### src/rtl/pipe_ctrl.sv
// Pipeline hazard controller: produces PC / pipeline-register enables and flushes
// for load-use, branch, multi-cycle ALU and data-memory stalls, and counts stalled cycles.
module pipe_ctrl #(
    parameter int CNTW = 32
) (
    input  logic            clk,
    input  logic            rst,
    input  logic [4:0]      id_rs1,
    input  logic [4:0]      id_rs2,
    input  logic            id_use_rs1,
    input  logic            id_use_rs2,
    input  logic [4:0]      ex_rd,
    input  logic            ex_memread,
    input  logic            ex_branch_taken,
    input  logic            ex_div_start,
    input  logic            div_done,
    input  logic            mem_req,
    input  logic            mem_ready,
    output logic            pc_en,
    output logic            ifid_en,
    output logic            idex_en,
    output logic            exmem_en,
    output logic            memwb_en,
    output logic            ifid_flush,
    output logic            idex_flush,
    output logic            exmem_flush,
    output logic [1:0]      state,
    output logic [CNTW-1:0] stall_cnt
);

    typedef enum logic [1:0] {
        RUN      = 2'd0,
        MEM_WAIT = 2'd1,
        DIV_WAIT = 2'd2
    } state_t;

    typedef struct packed {
        logic pc_en;
        logic ifid_en;
        logic idex_en;
        logic exmem_en;
        logic memwb_en;
        logic ifid_flush;
        logic idex_flush;
        logic exmem_flush;
    } ctrl_t;

    typedef struct packed {
        ctrl_t  ctrl;
        state_t nxt;
    } decision_t;

    localparam ctrl_t CTRL_OFF      = ctrl_t'(8'b00000_000);
    localparam ctrl_t CTRL_ADVANCE  = ctrl_t'(8'b11111_000);
    localparam ctrl_t CTRL_FREEZE   = ctrl_t'(8'b00000_000);
    localparam ctrl_t CTRL_DIV      = ctrl_t'(8'b00011_001);
    localparam ctrl_t CTRL_BRANCH   = ctrl_t'(8'b11111_110);
    localparam ctrl_t CTRL_LOADUSE  = ctrl_t'(8'b00111_010);

    // Priority resolution shared by RUN and by the release cycle of either wait state;
    // the caller masks the stall terms that no longer apply.
    function automatic decision_t eval_run(
        input logic mem_term,
        input logic div_term,
        input logic branch,
        input logic load_use
    );
        decision_t d;
        d.ctrl = CTRL_ADVANCE;
        d.nxt  = RUN;
        if (mem_term) begin
            d.ctrl = CTRL_FREEZE;
            d.nxt  = MEM_WAIT;
        end else if (div_term) begin
            d.ctrl = CTRL_DIV;
            d.nxt  = DIV_WAIT;
        end else if (branch) begin
            d.ctrl = CTRL_BRANCH;
        end else if (load_use) begin
            d.ctrl = CTRL_LOADUSE;
        end
        return d;
    endfunction

    function automatic logic [CNTW-1:0] sat_inc(input logic [CNTW-1:0] v);
        return (&v) ? v : v + CNTW'(1);
    endfunction

    state_t          state_q;
    logic            load_use;
    logic            mem_term;
    logic            div_term;
    decision_t       dec;
    ctrl_t           ctrl;
    logic [CNTW-1:0] cnt_q;

    always_comb begin
        load_use = ex_memread && (ex_rd != 5'd0) &&
                   ((id_use_rs1 && (id_rs1 == ex_rd)) ||
                    (id_use_rs2 && (id_rs2 == ex_rd)));
        mem_term = mem_req && !mem_ready;
        div_term = ex_div_start && !div_done;
        dec = eval_run(mem_term, div_term, ex_branch_taken, load_use);

        // Branches and load-use wait behind a frozen pipeline until the stall releases.
        case (state_q)
            MEM_WAIT: begin
                if (!mem_ready) begin
                    dec.ctrl = CTRL_FREEZE;
                    dec.nxt  = MEM_WAIT;
                end else begin
                    dec = eval_run(1'b0, div_term, ex_branch_taken, load_use);
                end
            end
            DIV_WAIT: begin
                if (!div_done) begin
                    dec.ctrl = CTRL_DIV;
                    dec.nxt  = DIV_WAIT;
                end else begin
                    dec = eval_run(1'b0, 1'b0, ex_branch_taken, load_use);
                end
            end
            default: ;
        endcase

        ctrl = rst ? CTRL_OFF : dec.ctrl;
    end

    always_ff @(posedge clk) begin
        if (rst) begin
            state_q <= RUN;
            cnt_q   <= '0;
        end else begin
            state_q <= dec.nxt;
            if (!ctrl.pc_en) begin
                cnt_q <= sat_inc(cnt_q);
            end
        end
    end

    assign pc_en       = ctrl.pc_en;
    assign ifid_en     = ctrl.ifid_en;
    assign idex_en     = ctrl.idex_en;
    assign exmem_en    = ctrl.exmem_en;
    assign memwb_en    = ctrl.memwb_en;
    assign ifid_flush  = ctrl.ifid_flush;
    assign idex_flush  = ctrl.idex_flush;
    assign exmem_flush = ctrl.exmem_flush;
    assign state       = state_q;
    assign stall_cnt   = cnt_q;

endmodule
### config.mk
export PLATFORM = sky130hd
export DESIGN_NAME = pipe_ctrl
export DESIGN_NICKNAME = d
export VERILOG_FILES = /design/src/rtl/pipe_ctrl.sv
export SDC_FILE = /design/constraint.sdc
export NUM_CORES = 1
export LEC_CHECK = 0
export BUFFER_PORTS_ARGS = -buffer_cell sky130_fd_sc_hd__buf_2
export CAP_MARGIN = 5
export CELL_PAD_IN_SITES_DETAIL_PLACEMENT = 1
export CELL_PAD_IN_SITES_GLOBAL_PLACEMENT = 1
export CORE_AREA = 5 5 82 99
export DETAILED_ROUTE_END_ITERATION = 7
export DIE_AREA = 0 0 87 104
export GPL_TIMING_DRIVEN = 0
export PLACE_DENSITY = 0.65
export SETUP_SLACK_MARGIN = 0.02
export SYNTH_ARGS = -nofsm -noshare
export SYNTH_HDL_FRONTEND = slang
export SYNTH_SLANG_ARGS = --single-unit
### constraint.sdc
create_clock -name clk -period 3.02 [get_ports clk]
set_clock_uncertainty 0.2 [all_clocks]
set_input_delay 0.453 -clock clk [delete_from_list [all_inputs] [get_ports clk]]
set_output_delay 0.453 -clock clk [all_outputs]
set_load 0.03 [all_outputs]
==> flow_summary.ini <==
[outcome]
outcome = finished clean

[drt]
drc = 0
ant_nets = 0
num_vias = 2275
drt-initial-drc-count = 40
post_drt_via_cell_ratio = 5.456
routed_wl_um = 6783
firstDrtPassIters = 4
wl_per_cell_um = 16.27

[cells_and_area]
final_cell_mix = buf_2, a21oi_1, dfxtp_1
multi_input_area_sq_um = 1254
synthToLayoutAreaGrowth_pct = 30.90
antenna_cells = 0
final_util = 0.3656
final.fill_count = 897
layout-drive-gt1-share = 0.2966
regArea_sq_um = 685.7
mostFrequentLayoutCell = buf_2
finalNetCount = 355

[synthesis]
synthAdderAreaFrac = 0.01892
yosys-mux-area-fraction = 0.005675
synth_cells = 251
yosysSeqAreaShare = 0.3430
synth_edf_count = 0
synth_top_family_by_area = simple AND/OR/NAND/NOR gates
synth-seq-cells = 34
synth-async-reset-ratio = 0
netlist_area_sq_um = 1984
syn_avg_cell_area_sq_um = 7.906
ys_warn_count = 0
synth_ff_type = dfxtp_1
synth_fp_nets = 279
synth-xor-area-share = 0.04414
synth-simple-area-share = 0.3386
synth_compound_area_frac = 0.1942
yosysUniqueCellTypes = 39

[clocking]
cts_tree = yes
clkSinkCount = 34
clock_path_buffers = 2
path_clk_slew_ns = 0.06
h-tree-depth = 2
clockRootBuffer = clkbuf_8
cts_buffers = 5
clk_latency_ns = 0.29
postCtsHoldBufs = 0

[placed_design]
dpl.hpwl_um = 5174
port_buffers = 66
gp_congestion = 0.7938

[global_routing]
grt_max_degree = 12
use_met3 = 0.02694
grt_use_total = 0.1547
grt_pass1_wl_um = 11450
first_global_vias = 2410
antenna_found_initial = 0
gr-max-usage-layer = met2
grt_overflow_total = 0
grtUsageMet2 = 0.2763
grt.met1_usage = 0.1790

[setup_path]
arrival_ns = 2.24
start_kind = register
cpMaxStageDelayCell = dfxtp_4
slowest_delay_ns = 0.35
crit_path_end_kind = output port
critical_path.cell_chain = inv_1 -> ha_4 -> or2_4 -> nor2_4 -> nor4_4 -> o21ai_2 -> inv_2 -> buf_4 -> buf_6 -> buf_4 -> buf_4
crit_cells = 11
cp.required_ns = 2.37
cpMostUsedCell = buf_4
crit_family = buffers and inverters
crit_buf_inv = 6
crit_type = register to output port
worstPathMaxFanout = 11
rr_worst_depth = 9

[sta]
finalMaxSlewViolations = 0
hold_slack_ns = 0.1697
finalHoldViolCount = 0
fin_crit_ns = 2.890
clock.fmax_mhz = 346.0
max_slew_margin = 0.4499
setup_viol = 0
tightest_slew_ns = 0.8188
post-route-period-util = 0.9569
rsz0062_at_grt = no
tns_ns = 0

[pwr]
pwr-share-clk = 0.333
power.switching_uw = 282.9
power_leakage_uw = 0.001020
seqPwrFrac = 0.478
power.internal_uw = 680.3
irDropWorstVdd_uv = 156.5
p_comb_frac = 0.188
swShare = 0.2937
power_density_nw_per_um2 = 370.8

[worst_hold_path]
worstHoldPathCells = 2
hold_path.class = primary input to register

[floorplanning]
rows = 34
dieArea_sq_um = 9048
coreArea_sq_um = 7104
io_pins = 67
die_h_um = 104
die_w_um = 87
start_util = 0.2793

[run]
max_cap_violations = 0
## worst reg2reg max path, cell delays in order (launching register included)
cell and delay [ns]:
dfxtp_1 0.41, ha_1 0.23, nand2_1 0.12, nor4_4 0.46, and2_1 0.27, and3_1 0.17, buf_2 0.17, buf_2 0.26
o21ai_0 0.11, a21oi_1 0.19
## power by group through the flow
stage                     Clock [uW]  Combinational, uW  Sequential (uW)
after floorplan                    0               95.5              480
after global placement             0                166              471
after detailed placement           0                168              471
after CTS                        332                181              461
after global routing             348                197              462
final                            321                181              461
## cells in the mapped netlist (2+ instances only)
cell | n | share of area
clkbuf_1 | 8 | 0.015
a21oi_1 | 34 | 0.086
o21ai_0 | 22 | 0.055
nand4_1 | 21 | 0.066
xnor2_1 | 2 | 0.0088
xor2_1 | 8 | 0.035
inv_1 | 4 | 0.0076
nor2b_1 | 2 | 0.0063
and4_1 | 3 | 0.013
nand2_1 | 9 | 0.017
or2_2 | 2 | 0.0063
buf_2 | 3 | 0.0076
and2_1 | 6 | 0.019
nand3_1 | 10 | 0.025
buf_4 | 4 | 0.015
nor2_1 | 7 | 0.013
nor3_1 | 4 | 0.010
or4_1 | 9 | 0.034
o31ai_1 | 8 | 0.030
dfxtp_1 | 34 | 0.34
or3_1 | 21 | 0.066
and3_1 | 7 | 0.022
nor4_1 | 4 | 0.013
nor4_2 | 2 | 0.013
ha_1 | 3 | 0.019
## path summary, 6_finish.rpt
check	startpoint	end	slack [ns]
max	state[0]	pc_en	0.13
min	div_done	state[1]	0.17
max reg2reg	stall_cnt[0]	stall_cnt[1]	0.36
min reg2reg	stall_cnt[27]	stall_cnt[27]	0.31
## timing repair
action | 4_1_cts | 5_1_grt
pin swaps | 1 | 0
buffers inserted | 3 | 0
setup endpoints to repair | 2 | 11
resized for setup | 6 | 3
cloned | 0 | 0
## state kept, by name, indices dropped and copies added, names as in the netlist
signal     cells
state          2
stall_cnt     32
## cell type report
cell class / instances / share of cell area
Buffer: 17 / 0.03661
Clock buffer: 7 / 0.02938
Inverter: 5 / 0.007225
Multi-Input combinational cell: 195 / 0.4827
Sequential cell: 34 / 0.2640
Tap cell: 90 / 0.04335
Timing Repair Buffer: 69 / 0.1368
## through the flow
step                      worst slack, ns  instance area, sq um  cells  power, uW
after global routing              0.02207                  2597    417       1006
final                              0.1302                  2597    417      963.2
after CTS                         0.05586                  2574    417      973.7
after floorplan                   0.04643                  2008    251      576.0
after detailed placement          0.04772                  2451    407      639.1
after global placement            0.07529                  2451    407      636.7
## per-layer routing
metal  wire, um  vias up  share of wire
met1       2784     1105           0.41
met4        152        0          0.022
li1           -     1098              -
met3        316       13          0.047
met2       3530       59           0.52
met5          0        -              0
## cell families after synthesis
| logic type | after synthesis |
|---|---|
| xor+xnor | 10 |
| fa+ha+maj | 3 |
| flops | 34 |
| mux | 1 |
| compound gates | 70 |
| simple gates | 111 |
| buf+inv | 22 |
Power figures use the tool's default switching activity.
